$ cat src/rtl/axis_flit_deserializer.sv
// axis_flit_deserializer
//
// Receive endpoint for the ring's credit-based flit interface. Incoming flits
// go into a small FIFO. Each popped flit returns one credit. Each group of
// SERIALIZATION_FACTOR flits is reassembled into one AXI-Stream beat.
//
// Ports
//   clk, rst_n     NoC clock; synchronous active-low reset
//   data_in        flit payload (FLIT_WIDTH bits)
//   dest_in        flit destination (TID and TDEST concatenated)
//   is_tail_in     flit is the last flit of its packet
//   send_in        flit valid; there is no backpressure on this side
//   credit_out     one-cycle pulse per consumed flit (registered)
//   axis_*         AXI-Stream master: tvalid/tready/tdata/tlast/tdest
//   overflow_err   sticky: a flit arrived while the FIFO was full
//   tail_err       sticky: a tail flit arrived before the final slice
module axis_flit_deserializer #(
  parameter int unsigned TDEST_WIDTH          = 6,
  parameter int unsigned TDATA_WIDTH          = 512,
  parameter int unsigned SERIALIZATION_FACTOR = 4,
  parameter int unsigned FLIT_BUFFER_DEPTH    = 4
) (
  input  logic                                      clk,
  input  logic                                      rst_n,
  input  logic [TDATA_WIDTH/SERIALIZATION_FACTOR-1:0] data_in,
  input  logic [TDEST_WIDTH-1:0]                    dest_in,
  input  logic                                      is_tail_in,
  input  logic                                      send_in,
  output logic                                      credit_out,
  output logic                                      axis_tvalid,
  input  logic                                      axis_tready,
  output logic [TDATA_WIDTH-1:0]                    axis_tdata,
  output logic                                      axis_tlast,
  output logic [TDEST_WIDTH-1:0]                    axis_tdest,
  output logic                                      overflow_err,
  output logic                                      tail_err
);

  localparam int unsigned FLIT_WIDTH = TDATA_WIDTH / SERIALIZATION_FACTOR;
  localparam int unsigned AsmWidth   = TDATA_WIDTH - FLIT_WIDTH;
  localparam int unsigned SliceW     = $clog2(SERIALIZATION_FACTOR);
  localparam int unsigned PtrW       = (FLIT_BUFFER_DEPTH > 1) ? $clog2(FLIT_BUFFER_DEPTH) : 1;
  localparam int unsigned CntW       = $clog2(FLIT_BUFFER_DEPTH + 1);

  localparam logic [SliceW-1:0] LastSlice = SliceW'(SERIALIZATION_FACTOR - 1);
  localparam logic [PtrW-1:0]   LastPtr   = PtrW'(FLIT_BUFFER_DEPTH - 1);
  localparam logic [CntW-1:0]   FullCnt   = CntW'(FLIT_BUFFER_DEPTH);

  // Flit FIFO storage; contents need no reset, occupancy is tracked by count_q.
  logic [FLIT_WIDTH-1:0]  data_mem [FLIT_BUFFER_DEPTH];
  logic [TDEST_WIDTH-1:0] dest_mem [FLIT_BUFFER_DEPTH];
  logic                   tail_mem [FLIT_BUFFER_DEPTH];

  logic [PtrW-1:0]        wr_ptr_q, wr_ptr_d;
  logic [PtrW-1:0]        rd_ptr_q, rd_ptr_d;
  logic [CntW-1:0]        count_q, count_d;

  logic [SliceW-1:0]      slice_cnt_q, slice_cnt_d;
  logic [AsmWidth-1:0]    asm_q, asm_d;
  logic [TDEST_WIDTH-1:0] asm_dest_q, asm_dest_d;

  logic                   tvalid_q, tvalid_d;
  logic [TDATA_WIDTH-1:0] tdata_q, tdata_d;
  logic                   tlast_q, tlast_d;
  logic [TDEST_WIDTH-1:0] tdest_q, tdest_d;
  logic                   credit_q, credit_d;
  logic                   overflow_q, overflow_d;
  logic                   tail_err_q, tail_err_d;

  logic                   fifo_empty, fifo_full;
  logic [FLIT_WIDTH-1:0]  head_data;
  logic [TDEST_WIDTH-1:0] head_dest;
  logic                   head_tail;
  logic                   closing, out_avail, pop, push, load;
  logic [TDATA_WIDTH-1:0] beat;

  assign fifo_empty = (count_q == '0);
  assign fifo_full  = (count_q == FullCnt);
  assign head_data  = data_mem[rd_ptr_q];
  assign head_dest  = dest_mem[rd_ptr_q];
  assign head_tail  = tail_mem[rd_ptr_q];

  // The head flit closes the beat either as the final slice or as an early tail.
  assign closing   = (slice_cnt_q == LastSlice) | head_tail;
  // Output register can take a new beat if empty or being drained this cycle.
  assign out_avail = ~tvalid_q | axis_tready;
  assign pop       = ~fifo_empty & (~closing | out_avail);
  // A full FIFO still accepts a flit when a pop frees a slot in the same cycle.
  assign push      = send_in & (~fifo_full | pop);
  assign load      = pop & closing;

  // Beat image if the head flit closes it now: earlier slices come from the
  // assembly register, the head sits at slice_cnt, and anything above is zero.
  always_comb begin
    beat = '0;
    for (int i = 0; i < int'(SERIALIZATION_FACTOR) - 1; i++) begin
      if (SliceW'(i) < slice_cnt_q) begin
        beat[i*FLIT_WIDTH +: FLIT_WIDTH] = asm_q[i*FLIT_WIDTH +: FLIT_WIDTH];
      end else if (SliceW'(i) == slice_cnt_q) begin
        beat[i*FLIT_WIDTH +: FLIT_WIDTH] = head_data;
      end
    end
    if (slice_cnt_q == LastSlice) begin
      beat[TDATA_WIDTH-1 -: FLIT_WIDTH] = head_data;
    end
  end

  always_comb begin
    wr_ptr_d    = wr_ptr_q;
    rd_ptr_d    = rd_ptr_q;
    count_d     = count_q + CntW'(push) - CntW'(pop);
    slice_cnt_d = slice_cnt_q;
    asm_d       = asm_q;
    asm_dest_d  = asm_dest_q;
    tvalid_d    = tvalid_q;
    tdata_d     = tdata_q;
    tlast_d     = tlast_q;
    tdest_d     = tdest_q;
    credit_d    = pop;
    overflow_d  = overflow_q | (send_in & ~push);
    tail_err_d  = tail_err_q;

    if (push) begin
      wr_ptr_d = (wr_ptr_q == LastPtr) ? '0 : wr_ptr_q + 1'b1;
    end
    if (pop) begin
      rd_ptr_d = (rd_ptr_q == LastPtr) ? '0 : rd_ptr_q + 1'b1;
    end

    if (tvalid_q && axis_tready) begin
      tvalid_d = 1'b0;
    end

    if (load) begin
      tvalid_d    = 1'b1;
      tdata_d     = beat;
      tlast_d     = head_tail;
      tdest_d     = (slice_cnt_q == '0) ? head_dest : asm_dest_q;
      slice_cnt_d = '0;
      if (head_tail && (slice_cnt_q != LastSlice)) begin
        tail_err_d = 1'b1;
      end
    end else if (pop) begin
      for (int i = 0; i < int'(SERIALIZATION_FACTOR) - 1; i++) begin
        if (slice_cnt_q == SliceW'(i)) begin
          asm_d[i*FLIT_WIDTH +: FLIT_WIDTH] = head_data;
        end
      end
      if (slice_cnt_q == '0) begin
        asm_dest_d = head_dest;
      end
      slice_cnt_d = slice_cnt_q + 1'b1;
    end
  end

  always_ff @(posedge clk) begin
    if (push) begin
      data_mem[wr_ptr_q] <= data_in;
      dest_mem[wr_ptr_q] <= dest_in;
      tail_mem[wr_ptr_q] <= is_tail_in;
    end
  end

  always_ff @(posedge clk) begin
    if (!rst_n) begin
      wr_ptr_q    <= '0;
      rd_ptr_q    <= '0;
      count_q     <= '0;
      slice_cnt_q <= '0;
      asm_q       <= '0;
      asm_dest_q  <= '0;
      tvalid_q    <= 1'b0;
      tdata_q     <= '0;
      tlast_q     <= 1'b0;
      tdest_q     <= '0;
      credit_q    <= 1'b0;
      overflow_q  <= 1'b0;
      tail_err_q  <= 1'b0;
    end else begin
      wr_ptr_q    <= wr_ptr_d;
      rd_ptr_q    <= rd_ptr_d;
      count_q     <= count_d;
      slice_cnt_q <= slice_cnt_d;
      asm_q       <= asm_d;
      asm_dest_q  <= asm_dest_d;
      tvalid_q    <= tvalid_d;
      tdata_q     <= tdata_d;
      tlast_q     <= tlast_d;
      tdest_q     <= tdest_d;
      credit_q    <= credit_d;
      overflow_q  <= overflow_d;
      tail_err_q  <= tail_err_d;
    end
  end

  assign credit_out   = credit_q;
  assign axis_tvalid  = tvalid_q;
  assign axis_tdata   = tdata_q;
  assign axis_tlast   = tlast_q;
  assign axis_tdest   = tdest_q;
  assign overflow_err = overflow_q;
  assign tail_err     = tail_err_q;

endmodule

$ cat config.mk
export PLATFORM = sky130hd
export DESIGN_NAME = axis_flit_deserializer
export DESIGN_NICKNAME = d
export VERILOG_FILES = /design/src/rtl/axis_flit_deserializer.sv
export SDC_FILE = /design/constraint.sdc
export NUM_CORES = 2
export LEC_CHECK = 0
export ABC_AREA = 1
export CAP_MARGIN = 0
export CORE_MARGIN = 8
export CORE_UTILIZATION = 25
export CTS_BUF_LIST = sky130_fd_sc_hd__clkbuf_16
export CTS_CLUSTER_DIAMETER = 40
export DETAILED_ROUTE_END_ITERATION = 10
export HOLD_SLACK_MARGIN = 0.06
export PLACE_DENSITY = 0.53
export SKIP_CTS_REPAIR_TIMING = 1
export SYNTH_ARGS = -nofsm -noshare
export SYNTH_HDL_FRONTEND = slang
export SYNTH_SLANG_ARGS = --single-unit
$ cat constraint.sdc
create_clock -name clk -period 10.7 [get_ports clk]
set_input_delay 3.21 -clock clk [delete_from_list [all_inputs] [get_ports clk]]
set_output_delay 3.21 -clock clk [all_outputs]
set_load 0.05 [all_outputs]
Word-level counts from Yosys, hierarchy flattened

Memories as Yosys holds them, arrays and structs flattened. A register that Yosys moved wholly into a read port is not among the register bits.
Cells that the tools add are included.

Bits in writable memories: 540
Word-level logic and storage cells: 82
Memories: 3
Input bits: 139
Register bits after elaboration: 922
Output and inout port bits: 523

Memories:

| name     | depth | width | rd ports | clocked after Yosys merged registers in | write ports | RTL line | source |
|---|---|---|---|---|---|---|---|
| data_mem | 4     | 128   | 1        | 1                                       | 1           | 50       | `logic [FLIT_WIDTH-1:0] data_mem [FLIT_BUFFER_DEPTH];` |
| dest_mem | 4     | 6     | 1        | 1                                       | 1           | 51       | `logic [TDEST_WIDTH-1:0] dest_mem [FLIT_BUFFER_DEPTH];` |
| tail_mem | 4     | 1     | 1        | 1                                       | 1           | 52       | `logic tail_mem [FLIT_BUFFER_DEPTH];` |

Eq/ne operators: 9
Multiplexer cells: 20
Add/subtract/negate cells: 5
Bitwise gates (word level): 16
Magnitude comparators: 3
Reduce and logical (&&, ||, !) cells: 11

Operators by type and width:

| operator              | count |
|---|---|
| $mux W128             | 7 |
| $mux W2               | 8 |
| $reduce_and A3 Y1     | 3 |
| $eq A2 B2 Y1 const B  | 4 |
| $not A1 Y1            | 7 |
| $add A2 B1 Y2 const B | 3 |
| $mux W6               | 1 |
| $or A1 B1 Y1          | 5 |
| $and A1 B1 Y1         | 4 |
| $lt A1 B2 Y1 const A  | 2 |
| $mux W1               | 4 |
| $reduce_and A2 Y1     | 2 |
| $add A3 B1 Y3         | 1 |
| $eq A3 B3 Y1 const B  | 1 |
| $logic_not A3 Y1      | 1 |
| $sub A3 B1 Y3         | 1 |
| $eq A1 B2 Y1 const A  | 1 |
| $eq A2 B1 Y1 const B  | 1 |
| $eq A2 B2 Y1 const A  | 1 |
| $logic_and A1 B1 Y1   | 2 |
| $logic_not A2 Y1      | 1 |
| $lt A2 B2 Y1 const A  | 1 |
| $ne A2 B2 Y1 const B  | 1 |
| $reduce_bool A2 Y1    | 1 |
| $reduce_or A2 Y1      | 1 |

Longest topological paths before layout

Depth in word-level cells: 10
Mapped depth: 17
Mapped depth without buffers: 15

Worst setup path before layout

No wires, ideal clock.

Kind: in2reg
Start: input axis_tready
End: memory data_mem[0][0] in the netlist's numbering, enable pin
Required time: 10069 ps
Path buffers: 1
Data arrival time: 9660 ps
Setup time: 631 ps
Setup slack: 408 ps
Cell stages on the path: 9
Cell sequence: inv_1 nand2_1 inv_1 nor2_1 buf_2 inv_1 nand3_1 nand2_1 nor2_1

Cells in the longest elaborated chain, start to end: 7

RTL lines:

| item                          | RTL line | source |
|---|---|---|
| from (decl)                   | 31       | `input logic axis_tready,` |
| $or A1 B1 Y1                  | 86       | `assign out_avail = ~tvalid_q \| axis_tready;` |
| $or A1 B1 Y1                  | 87       | `assign pop = ~fifo_empty & (~closing \| out_avail);` |
| $and A1 B1 Y1                 | 87       |  |
| $or A1 B1 Y1                  | 89       | `assign push = send_in & (~fifo_full \| pop);` |
| $and A1 B1 Y1                 | 89       |  |
| $mux W1                       | 157      | `if (push) begin` |
| $mux W1 (implied by the code) | 158      | `data_mem[wr_ptr_q] <= data_in;` |
| to (decl)                     | 50       |  |

Every way passes these cells.

Worst setup path in the final report

Start: input axis_tready
End: memory data_mem[3][96] in the netlist's numbering, enable pin

The elaborated chain is that of the path after synthesis.

==> run_results.csv <==
group,metric,value,unit
logic_synthesis,synth.distinct_cells,32,
clock_network,clk_latency,930,ps
layout,syn_to_final_growth,31.5,%
drt,routedWlPerCell,21.4,um
logic_synthesis,synth_edf_count,540,
logic_synthesis,postSynthCellCount,6762,
global_routing,antenna_found_initial,31,
power_and_ir_drop,vdd_drop_max,253,uV
logic_synthesis,synth_area,57800,um2
global_routing,grt_overflow_total,0,
worst_hold_path,hold_end,"axis_tdata[461]$_SDFFE_PN0P_",
worst_setup_path,slowest_stage,"buf_4",
logic_synthesis,synth-simple-area-share,20.1,%
logic_synthesis,ys_warn_count,0,
logic_synthesis,avgSynthCellArea,8.55,um2
clock_network,clock-sinks,1464,
worst_setup_path,cp.required,11150,ps
logic_synthesis,synth_top_family_by_area,"simple AND/OR/NAND/NOR gates",
timing,max_slew_margin,19.6,%
worst_setup_path,crit_fanout,49,
drt,drt_wl_total,224000,um
drt,via_per_inst,4.70,
logic_synthesis,syn_nets,6914,
worst_hold_path,worstHoldPathType,"flip-flop to flip-flop",
worst_setup_path,cpMostUsedCell,"inv_1",
worst_setup_path,r2r_cells,13,
global_routing,grt.busiest_layer,"met2",
clock_network,cts_buffer_depth,4,
layout,drive_gt1_share,7.37,%
timing,clock_skew,105,ps
clock_network,cts-root-buf,"clkbuf_16",
global_routing,grt_use_met2,27.4,%
timing,holdWs,457,ps
clock_network,h-tree-depth,5,
worst_setup_path,crit_arrival,6440,ps
layout,layoutNonFillerInstCount,10496,
drt,first_pass_iters,6,
global_routing,grt_pass1_wl,329000,um
global_routing,use_met1,22.4,%
timing,grt_setup_unrepaired,"false",
power_and_ir_drop,p_leak,29.2,nW
clock_network,numCtsBuffers,278,
layout,final_cell_mix,"nand2_1 (1185), nor2_1 (1181), dfxtp_1 (921)",
run,maxCapViolations,0,
drt,drt_iter0_drc,4041,
worst_setup_path,start_kind,"primary input",
worst_setup_path,r2r_slack,5320,ps
worst_setup_path,rr_endpoint,"asm_q[74]$_SDFFE_PN0P_",
drt,num_vias,49378,
global_routing,grt_pass1_vias,47490,
timing,fmax,167,MHz
timing,drv_slew,0,
placement,place_congestion,0.827,
timing,tightest_slew,1210,ps
floorplan,rows,176,
global_routing,grt_max_degree,203,
placement,dp_hpwl,142000,um
timing,hold_viol_final,0,
floorplan,fp.dieArea,247000,um2
worst_setup_path,crit_chain,"clkdlybuf4s50_1 -> inv_1 -> nand2_1 -> inv_1 -> nor2_4 -> inv_1 -> nand3_1 -> nand2_1 -> nor2_4 -> buf_4",
timing,layout_min_cycle_time,5990,ps
layout,nets,7403,
logic_synthesis,synthAdderAreaFrac,0.294,%
worst_hold_path,holdPathStages,2,
timing,setup_viol,0,
logic_synthesis,ys_seq_area_share,60.0,%
global_routing,grt.total_usage,17.3,%
drt,drc,0,
worst_setup_path,critPathMaxStageDelay,740,ps
floorplan,die_w,497,um
worst_setup_path,cp_num_buf_inv,5,
clock_network,clk_pin_slew,50,ps
floorplan,initial_utilization,25.2,%
timing,finalCritPeriodShare,55.9,%
placement,portBuffers,661,
floorplan,dieHeight,497,um
floorplan,io_pins,662,
timing,finalSetupTns,0,ps
clock_network,cts_tree,"yes",
global_routing,gr-usage-met3,3.89,%
logic_synthesis,synth_compound_area_share,13.2,%
worst_setup_path,critical_path_class,"primary input to flip-flop",
worst_setup_path,cp_top_family,"simple AND/OR/NAND/NOR gates",
floorplan,core,230000,um2
worst_hold_path,min-delay-start,"axis_tdata[461]$_SDFFE_PN0P_",
placement,dp_cells,9997,
layout,final_common_cell,"nand2_1",
logic_synthesis,synth.area.mux_share,0,%
logic_synthesis,ys.flop_type,"dfxtp_1",
logic_synthesis,ys_async_sr_fraction,0,%
drt,detail-route-antenna-nets,0,
status,status,"completed",
logic_synthesis,ys_seq_elements,1464,
worst_setup_path,end_kind,"flip-flop",
power_and_ir_drop,cellPowerDensity,365,nW/um2
logic_synthesis,synth_xor_area_share,0.0151,%
[worst max path at each step]
stage | from | end | cells past startpoint
floorplan | axis_tready | data_mem[0][0]$_DFFE_PP_ | 9
global placement | axis_tready | data_mem[1][91]$_DFFE_PP_ | 11
detailed placement | axis_tready | data_mem[3][96]$_DFFE_PP_ | 10
CTS | axis_tready | data_mem[3][96]$_DFFE_PP_ | 10
global route | axis_tready | data_mem[3][96]$_DFFE_PP_ | 10
finish | axis_tready | data_mem[3][96]$_DFFE_PP_ | 10
[through the flow]
stage / worst slack [ps] / instance area, um2 / utilization, % / total power, mW
after floorplan: 408 / 57800 / - / 15.2
after global placement: 3850 / 66800 / 29.1 / 19.3
after detailed placement: 3850 / 66800 / 29.1 / 19.3
after CTS: 4760 / 76000 / 33.0 / 28.0
after global routing: 4590 / 76000 / 33.1 / 29.3
final: 4710 / 76000 / 33.1 / 27.8
[cell type report]
| type | instances | area (um2) |
|---|---|---|
| timing repair buffer | 727 | 7240 |
| sequential | 1464 | 34700 |
| inverter | 394 | 1520 |
| multi-input combinational | 4386 | 19500 |
| tap | 3026 | 3790 |
| clock inverter | 187 | 1860 |
| clock buffer | 292 | 7310 |
| antenna | 20 | 50.0 |
| fill | 23598 | 154000 |
[per-layer routing]
layer,vias to the layer above,share of wire [%]
met5,-,0.043
met4,14,5.0
met3,480,6.6
met2,1768,45
met1,23606,43
li1,23510,-
[power by group]
group          total (mW)  internal (mW)  switching [mW]
combinational        11.2           2.95            8.25
clock                8.61           5.62            2.98
sequential           7.95           7.11           0.840
[worst register-to-register path: cells and delay by family (launching register included)]
family          cells  cell delay, ps
compound gates      1             110
flops               1             560
buf+inv             5            3110
simple gates        7            1430
[cells by family after synthesis]
logic type      Yosys count
flops                  1464
xor+xnor                  1
fa+ha+maj                13
simple gates           2886
buf+inv                 912
compound gates         1486
[registers in the layout, summed over array words and instances, names as in the netlist, named ones only]
| signal | cells |
|---|---|
| asm_dest_q | 6 |
| asm_q | 384 |
| axis_tdata | 512 |
| axis_tdest | 6 |
| axis_tlast | 1 |
| axis_tvalid | 1 |
| count_q | 3 |
| credit_out | 1 |
| data_mem | 512 |
| dest_mem | 24 |
| overflow_err | 1 |
| rd_ptr_q | 2 |
| slice_cnt_q | 2 |
| tail_err | 1 |
| tail_mem | 4 |
| wr_ptr_q | 2 |
[cells in the mapped netlist (all sizes together) (3+ instances only)]
| master | number | area [um2] |
|---|---|---|
| nand4 | 3 | 18.8 |
| buf | 165 | 911 |
| a21oi | 409 | 2050 |
| nand3 | 280 | 1410 |
| a31oi | 6 | 37.5 |
| edfxtp | 540 | 16200 |
| inv | 394 | 1490 |
| clkbuf | 353 | 1330 |
| nor2 | 1187 | 4460 |
| nor3 | 223 | 1220 |
| o21ai | 943 | 4720 |
| o22ai | 128 | 801 |
| ha | 12 | 150 |
| dfxtp | 924 | 18500 |
| nand2 | 1191 | 4490 |
Power figures use the tool's default switching activity.
